$ cat config.mk
export PLATFORM = sky130hd
export DESIGN_NAME = mc_control
export DESIGN_NICKNAME = d
export VERILOG_FILES = /design/src/rtl/mc_control.sv
export SDC_FILE = /design/constraint.sdc
export NUM_CORES = 1
export LEC_CHECK = 0
export BUFFER_PORTS_ARGS = -buffer_cell sky130_fd_sc_hd__buf_2
export CORE_MARGIN = 1.5
export CORE_UTILIZATION = 35
export CTS_CLUSTER_DIAMETER = 40
export DETAILED_ROUTE_END_ITERATION = 7
export PLACE_DENSITY = 0.53
export SLEW_MARGIN = 20
export SYNTH_ARGS = -nofsm -noshare
export SYNTH_HDL_FRONTEND = slang
export SYNTH_SLANG_ARGS = --single-unit
$ cat constraint.sdc
create_clock -name clk -period 3.55 [get_ports clk]
set_clock_uncertainty 0.2 [all_clocks]
set_input_delay 0.355 -clock clk [delete_from_list [all_inputs] [get_ports clk]]
set_output_delay 0.355 -clock clk [all_outputs]
set_load 0.1 [all_outputs]
$ cat src/rtl/mc_control.sv
// Multicycle MIPS control sequencer: steps each instruction through fetch/decode/execute/memory/writeback
// and drives the shared-datapath enables, waiting on a variable-latency memory port.
module mc_control #(
   parameter int unsigned MEM_TIMEOUT = 16,
   parameter int unsigned CNT_W       = 32
) (
   input  logic             clk,
   input  logic             rst_n,
   input  logic [5:0]       opcode,
   input  logic [5:0]       funct,
   input  logic             zero,
   input  logic             mem_ready,
   output logic             pc_write,
   output logic             ir_write,
   output logic             iord,
   output logic             mem_read,
   output logic             mem_write,
   output logic             mem_to_reg,
   output logic             reg_dst,
   output logic             reg_write,
   output logic             alu_src_a,
   output logic [1:0]       alu_src_b,
   output logic [2:0]       alu_op,
   output logic [1:0]       pc_source,
   output logic             ext_op,
   output logic             jal_en,
   output logic             lui_en,
   output logic             instr_done,
   output logic [CNT_W-1:0] retired,
   output logic             trap,
   output logic [1:0]       trap_cause,
   output logic [3:0]       state
);

   typedef enum logic [3:0] {
      S_RST    = 4'd0,
      S_FETCH  = 4'd1,
      S_DECODE = 4'd2,
      S_MADDR  = 4'd3,
      S_MRD    = 4'd4,
      S_MWB    = 4'd5,
      S_MWR    = 4'd6,
      S_EXR    = 4'd7,
      S_RWB    = 4'd8,
      S_BR     = 4'd9,
      S_JMP    = 4'd10,
      S_EXI    = 4'd11,
      S_IWB    = 4'd12,
      S_JR     = 4'd13,
      S_TRAP   = 4'd14
   } state_t;

   localparam logic [5:0] OP_RTYPE = 6'b000000;
   localparam logic [5:0] OP_J     = 6'b000010;
   localparam logic [5:0] OP_JAL   = 6'b000011;
   localparam logic [5:0] OP_BEQ   = 6'b000100;
   localparam logic [5:0] OP_BNE   = 6'b000101;
   localparam logic [5:0] OP_ADDI  = 6'b001000;
   localparam logic [5:0] OP_SLTI  = 6'b001010;
   localparam logic [5:0] OP_SLTIU = 6'b001011;
   localparam logic [5:0] OP_ANDI  = 6'b001100;
   localparam logic [5:0] OP_ORI   = 6'b001101;
   localparam logic [5:0] OP_XORI  = 6'b001110;
   localparam logic [5:0] OP_LUI   = 6'b001111;
   localparam logic [5:0] OP_LW    = 6'b100011;
   localparam logic [5:0] OP_SW    = 6'b101011;
   localparam logic [5:0] FN_JR    = 6'b001000;

   localparam logic [1:0] CAUSE_ILLEGAL = 2'b01;
   localparam logic [1:0] CAUSE_TIMEOUT = 2'b10;

   // Last wait cycle allowed before an access without mem_ready traps.
   localparam logic [7:0] WAIT_LIMIT = 8'(MEM_TIMEOUT - 1);

   state_t     cur_state, nxt_state;
   logic [7:0] wait_cnt, wait_nxt;
   logic       mem_state;
   logic       trap_set;
   logic [1:0] cause_set;

   assign state = cur_state;

   // NOTE: every signal driven here gets a default before the case so no path leaves it unassigned (no latches).
   always_comb begin
      pc_write   = 1'b0;
      ir_write   = 1'b0;
      iord       = 1'b0;
      mem_read   = 1'b0;
      mem_write  = 1'b0;
      mem_to_reg = 1'b0;
      reg_dst    = 1'b0;
      reg_write  = 1'b0;
      alu_src_a  = 1'b0;
      alu_src_b  = 2'b00;
      alu_op     = 3'b000;
      pc_source  = 2'b00;
      ext_op     = 1'b1;
      jal_en     = 1'b0;
      lui_en     = 1'b0;
      instr_done = 1'b0;
      nxt_state  = cur_state;
      wait_nxt   = 8'd0;
      mem_state  = 1'b0;
      trap_set   = 1'b0;
      cause_set  = 2'b00;

      case (cur_state)
         S_RST: begin
            ext_op    = 1'b0;
            nxt_state = S_FETCH;
         end
         S_FETCH: begin
            mem_state = 1'b1;
            mem_read  = 1'b1;
            alu_src_b = 2'b01;
            if (mem_ready) begin
               ir_write  = 1'b1;
               pc_write  = 1'b1;
               nxt_state = S_DECODE;
            end
         end
         S_DECODE: begin
            alu_src_b = 2'b11;
            case (opcode)
               OP_RTYPE:                 nxt_state = (funct == FN_JR) ? S_JR : S_EXR;
               OP_LW, OP_SW:             nxt_state = S_MADDR;
               OP_BEQ, OP_BNE:           nxt_state = S_BR;
               OP_J, OP_JAL:             nxt_state = S_JMP;
               OP_ADDI, OP_SLTI, OP_SLTIU,
               OP_ANDI, OP_ORI, OP_XORI,
               OP_LUI:                   nxt_state = S_EXI;
               default: begin
                  nxt_state = S_TRAP;
                  trap_set  = 1'b1;
                  cause_set = CAUSE_ILLEGAL;
               end
            endcase
         end
         S_MADDR: begin
            alu_src_a = 1'b1;
            alu_src_b = 2'b10;
            nxt_state = (opcode == OP_SW) ? S_MWR : S_MRD;
         end
         S_MRD: begin
            mem_state = 1'b1;
            mem_read  = 1'b1;
            iord      = 1'b1;
            if (mem_ready) nxt_state = S_MWB;
         end
         S_MWB: begin
            reg_write  = 1'b1;
            mem_to_reg = 1'b1;
            instr_done = 1'b1;
            nxt_state  = S_FETCH;
         end
         S_MWR: begin
            mem_state = 1'b1;
            mem_write = 1'b1;
            iord      = 1'b1;
            if (mem_ready) begin
               instr_done = 1'b1;
               nxt_state  = S_FETCH;
            end
         end
         S_EXR: begin
            alu_src_a = 1'b1;
            alu_op    = 3'b010;
            nxt_state = S_RWB;
         end
         S_RWB: begin
            reg_write  = 1'b1;
            reg_dst    = 1'b1;
            instr_done = 1'b1;
            nxt_state  = S_FETCH;
         end
         S_EXI: begin
            alu_src_a = 1'b1;
            alu_src_b = 2'b10;
            case (opcode)
               OP_SLTI:  alu_op = 3'b100;
               OP_SLTIU: alu_op = 3'b101;
               OP_ANDI, OP_ORI, OP_XORI: begin
                  alu_op = 3'b011;
                  ext_op = 1'b0;
               end
               OP_LUI:   lui_en = 1'b1;
               default:  alu_op = 3'b000;
            endcase
            nxt_state = S_IWB;
         end
         S_IWB: begin
            reg_write  = 1'b1;
            lui_en     = (opcode == OP_LUI);
            instr_done = 1'b1;
            nxt_state  = S_FETCH;
         end
         S_BR: begin
            alu_src_a  = 1'b1;
            alu_op     = 3'b001;
            pc_source  = 2'b01;
            pc_write   = (opcode == OP_BNE) ? !zero : zero;
            instr_done = 1'b1;
            nxt_state  = S_FETCH;
         end
         S_JMP: begin
            pc_source  = 2'b10;
            pc_write   = 1'b1;
            reg_write  = (opcode == OP_JAL);
            jal_en     = (opcode == OP_JAL);
            instr_done = 1'b1;
            nxt_state  = S_FETCH;
         end
         S_JR: begin
            pc_source  = 2'b11;
            pc_write   = 1'b1;
            instr_done = 1'b1;
            nxt_state  = S_FETCH;
         end
         S_TRAP: begin
            ext_op = 1'b0;
         end
         default: begin
            ext_op    = 1'b0;
            nxt_state = S_RST;
         end
      endcase

      // A ready on the final allowed wait cycle still completes the access.
      if (mem_state && !mem_ready) begin
         if (wait_cnt >= WAIT_LIMIT) begin
            nxt_state = S_TRAP;
            trap_set  = 1'b1;
            cause_set = CAUSE_TIMEOUT;
         end else begin
            wait_nxt = wait_cnt + 8'd1;
         end
      end
   end

   // NOTE: sequential state uses non-blocking assignments and clears asynchronously on rst_n, even mid-access.
   always_ff @(posedge clk or negedge rst_n) begin
      if (!rst_n) begin
         cur_state  <= S_RST;
         wait_cnt   <= 8'd0;
         retired    <= '0;
         trap       <= 1'b0;
         trap_cause <= 2'b00;
      end else begin
         cur_state <= nxt_state;
         wait_cnt  <= wait_nxt;
         if (instr_done) retired <= retired + CNT_W'(1);
         if (trap_set && !trap) begin
            trap       <= 1'b1;
            trap_cause <= cause_set;
         end
      end
   end

endmodule

==> flow_summary_export.csv <==
group,metric,value,unit
status,status,"completed",
die,die_h,90.7,um
die,dieWidth,90.7,um
timing,period_share,79.4,%
critical_path,path_class,"register to register",
timing,final-setup-viol-count,0,
min_path,hold_path.class,"register to register",
critical_path,cp_slowest_cell,"dfrtp_1",
power_and_ir_drop,seq_power_share,23.6,%
synthesis,post_synth_num_cell_types,50,
cts,post_cts_buffers,0,
grt,first_global_vias,2203,
critical_path,crit_path_cell_trace,"or2_2, o2111ai_4, or4_1, nor4_1, xnor2_1",
timing,fmax,355,MHz
synthesis,netlist_instances,293,
critical_path,cp-end-kind,"register",
synthesis,synth_edf_count,0,
detailed_routing,drc,0,
layout,fillers,755,
cts,cts_buffers,5,
cts,cts_buffer_depth,2,
place,gp_congestion,0.826,
die,initial_core_util,36.7,%
power_and_ir_drop,total_power,2.93,mW
critical_path,critPathRequiredTime,3.58,ns
layout,ff_latch_area,0.00118,mm^2
power_and_ir_drop,power.leakage,1.61,nW
layout,drive_gt1_share,27.4,%
layout,area_delta_synth_final,24.4,%
cts,tritoncts,"built",
detailed_routing,first_pass_iters,4,
critical_path,slowest_delay,0.77,ns
layout,multi_input_area,0.00145,mm^2
run,maxCapViolCount,0,
detailed_routing,totalWireLength,6520,um
power_and_ir_drop,power_density,876,mW/mm^2
detailed_routing,drtIter0Drc,60,
detailed_routing,ant_nets,0,
die,io_pins,75,
power_and_ir_drop,peakVddDrop,0.000296,V
grt,gr-usage-all-layers,16.5,%
critical_path,r2r_cells,5,
place,dp_hpwl,4750,um
die,core-area,0.00733,mm^2
cts,clock_latency,0.30,ns
grt,grt_overflow,0,
cts,clk_pin_slew,0.09,ns
synthesis,async_reset_ff_share,100,%
die,die-area,0.00822,mm^2
synthesis,ys_ff_latch,47,
die,placementRows,31,
cts,cts-root-buf,"clkbuf_8",
power_and_ir_drop,internal_power,1.21,mW
place,port_buffers,74,
cts,cts_htree_levels,2,
timing,tightest_slew,0.791,ns
timing,relSlewSlack,46.8,%
grt,grt_max_degree,48,
synthesis,ys_seq_area_share,43.7,%
cts,clock_sinks,47,
grt,antenna_found_initial,0,
synthesis,yosysWarningCount,0,
critical_path,path_max_fanout,22,
critical_path,r2r_setup_slack,0.73,ns
detailed_routing,wire_per_inst,13.9,um
timing,finalCriticalPeriod,2.82,ns
power_and_ir_drop,p_comb_share,60.8,%
timing,finalHoldViolations,0,
grt,grt_pass1_wl,11200,um
layout,nets,386,
layout,antennaDiodeCount,0,
power_and_ir_drop,swShare,58.7,%
detailed_routing,vias,2357,
detailed_routing,viasPerCell,5.04,
synthesis,ys.flop_type,"dfrtp_1",
timing,finalMaxSlewViolations,0,
min_path,whs_path_depth,1,
critical_path,cp.arrival,2.84,ns
power_and_ir_drop,p_clk_share,15.6,%
synthesis,synthesis.area,0.00269,mm^2
timing,rsz0062_at_grt,"no",
power_and_ir_drop,switchingPower,1.72,mW
synthesis,post_synth.cell_area_avg,9.18,um^2
critical_path,start_kind,"register",
timing,worst_hold_slack,0.257,ns
-- final cells by class --
cell class / count / area share [%]
clock buffers: 6 / 2.17
clock inverters: 2 / 1.80
multi-input cells: 222 / 43.2
well taps: 99 / 3.70
repair buffers: 80 / 12.6
flip-flops and latches: 47 / 35.2
inverters: 12 / 1.35
-- logic make-up (layout without fill, tap and decap cells) --
logic type | count (synthesis) | after routing | share of synthesized area (%)
flip-flops | 47 | 47 | 43.7
buffers and inverters | 27 | 100 | 4.14
AND/OR/NAND/NOR | 132 | 132 | 26.2
adder cells (fa/ha/maj) | 2 | 2 | 0.931
other | 1 | 4 | 0.139
AO/OA/AOI/OAI | 47 | 47 | 12.8
XOR/XNOR | 36 | 36 | 11.7
multiplexers | 1 | 1 | 0.419
-- cell usage in the layout, fill, tap and decap left out, types with 3 or more instances in the layout --
cell and instances:
and3_1 5, buf_4 6, nand3_1 17, nor3_1 12, or3_1 3, a31oi_1 3, a21o_1 4, nor4_1 4
o2111ai_1 3, clkbuf_8 5, xor2_1 13, nor2b_1 4, nand4_1 5, nand2b_1 8, nor2_1 21, nor4_2 4
o21ai_0 10, dfrtp_1 47, inv_1 12, conb_1 4, buf_2 73, and4_1 4, a21oi_1 7, or4_1 3
xnor2_1 23, nor3_2 3, nand2_1 27
-- power by group through the flow --
stage                     Combinational, mW  Sequential [mW]  Clock (mW)
final                                  1.78            0.692       0.456
after global routing                   1.87            0.706       0.493
after CTS                              1.79            0.691       0.468
after detailed placement               1.79            0.702           0
after global placement                 1.79            0.700           0
after floorplan                        1.10             1.09           0
-- sequential cells by signal (all words and copies together) (netlist names) --
name and count:
retired 32, state 4, trap 1, trap_cause 2
wait_cnt 8
-- stage by stage --
stage	instances	TNS, ns	setup WS, ns	utilization, %	area [um^2]
2_1_floorplan	296	-0.694	-0.321	-	2730
3_3_place_gp	459	0	0.790	43.6	3200
3_5_place_dp	459	0	0.714	43.6	3200
4_1_cts	467	0	0.716	45.5	3330
5_1_grt	468	0	0.533	45.6	3340
6_report	468	0	0.732	45.6	3340
-- path summary, 6_finish.rpt --
path / from / end
setup / recovery: state[3] / retired[29]
hold / removal: wait_cnt[0] / wait_cnt[0]
setup reg to reg: state[3] / retired[29]
hold reg to reg: wait_cnt[0] / wait_cnt[0]
max in group asynchronous: rst_n / trap_cause[1]
min in group asynchronous: rst_n / retired[14]
-- routing by layer --
layer	up-vias	part of all wire, %	global-route usage (%)
met3	6	5.7	3.45
met1	1100	48	23.6
met2	66	45	25.3
met5	-	0	0
met4	0	0.92	3.84
li1	1185	-	-
-- synthesized netlist by cell type (3+ instances only) --
| library cell | instances | area, um^2 |
|---|---|---|
| nor4_1 | 6 | 37.5 |
| and4_1 | 4 | 35.0 |
| o2111ai_1 | 3 | 26.3 |
| or4_1 | 3 | 22.5 |
| nor3_1 | 15 | 75.1 |
| nor2_1 | 22 | 82.6 |
| a21o_1 | 4 | 30.0 |
| dfrtp_1 | 47 | 1180 |
| xor2_1 | 13 | 114 |
| and3_1 | 5 | 31.3 |
| a31oi_1 | 3 | 18.8 |
| a21oi_1 | 7 | 35.0 |
| or3_1 | 3 | 18.8 |
| o21ai_0 | 12 | 60.1 |
| inv_1 | 12 | 45.0 |
| nand3_1 | 17 | 85.1 |
| clkbuf_1 | 9 | 33.8 |
| xnor2_1 | 23 | 201 |
| nand4_1 | 5 | 31.3 |
| nor2b_1 | 4 | 25.0 |
| nand2_1 | 27 | 101 |
| nand2b_1 | 8 | 50.1 |
-- worst max-delay path, delay by kind of cell (launching register included) --
kind,cells,cell delay (ns)
and+or+nand+nor,3,1.42
DFF,1,0.77
AOI/OAI and AO/OA,1,0.19
xor gates and xnor gates,1,0.16
-- repair_timing --
item                      4_1_cts  5_1_grt
hold buffers                    0        1
hold endpoints to repair        0       47
gates resized for setup         0        0
No activity file was read; power rests on OpenSTA's default activity.
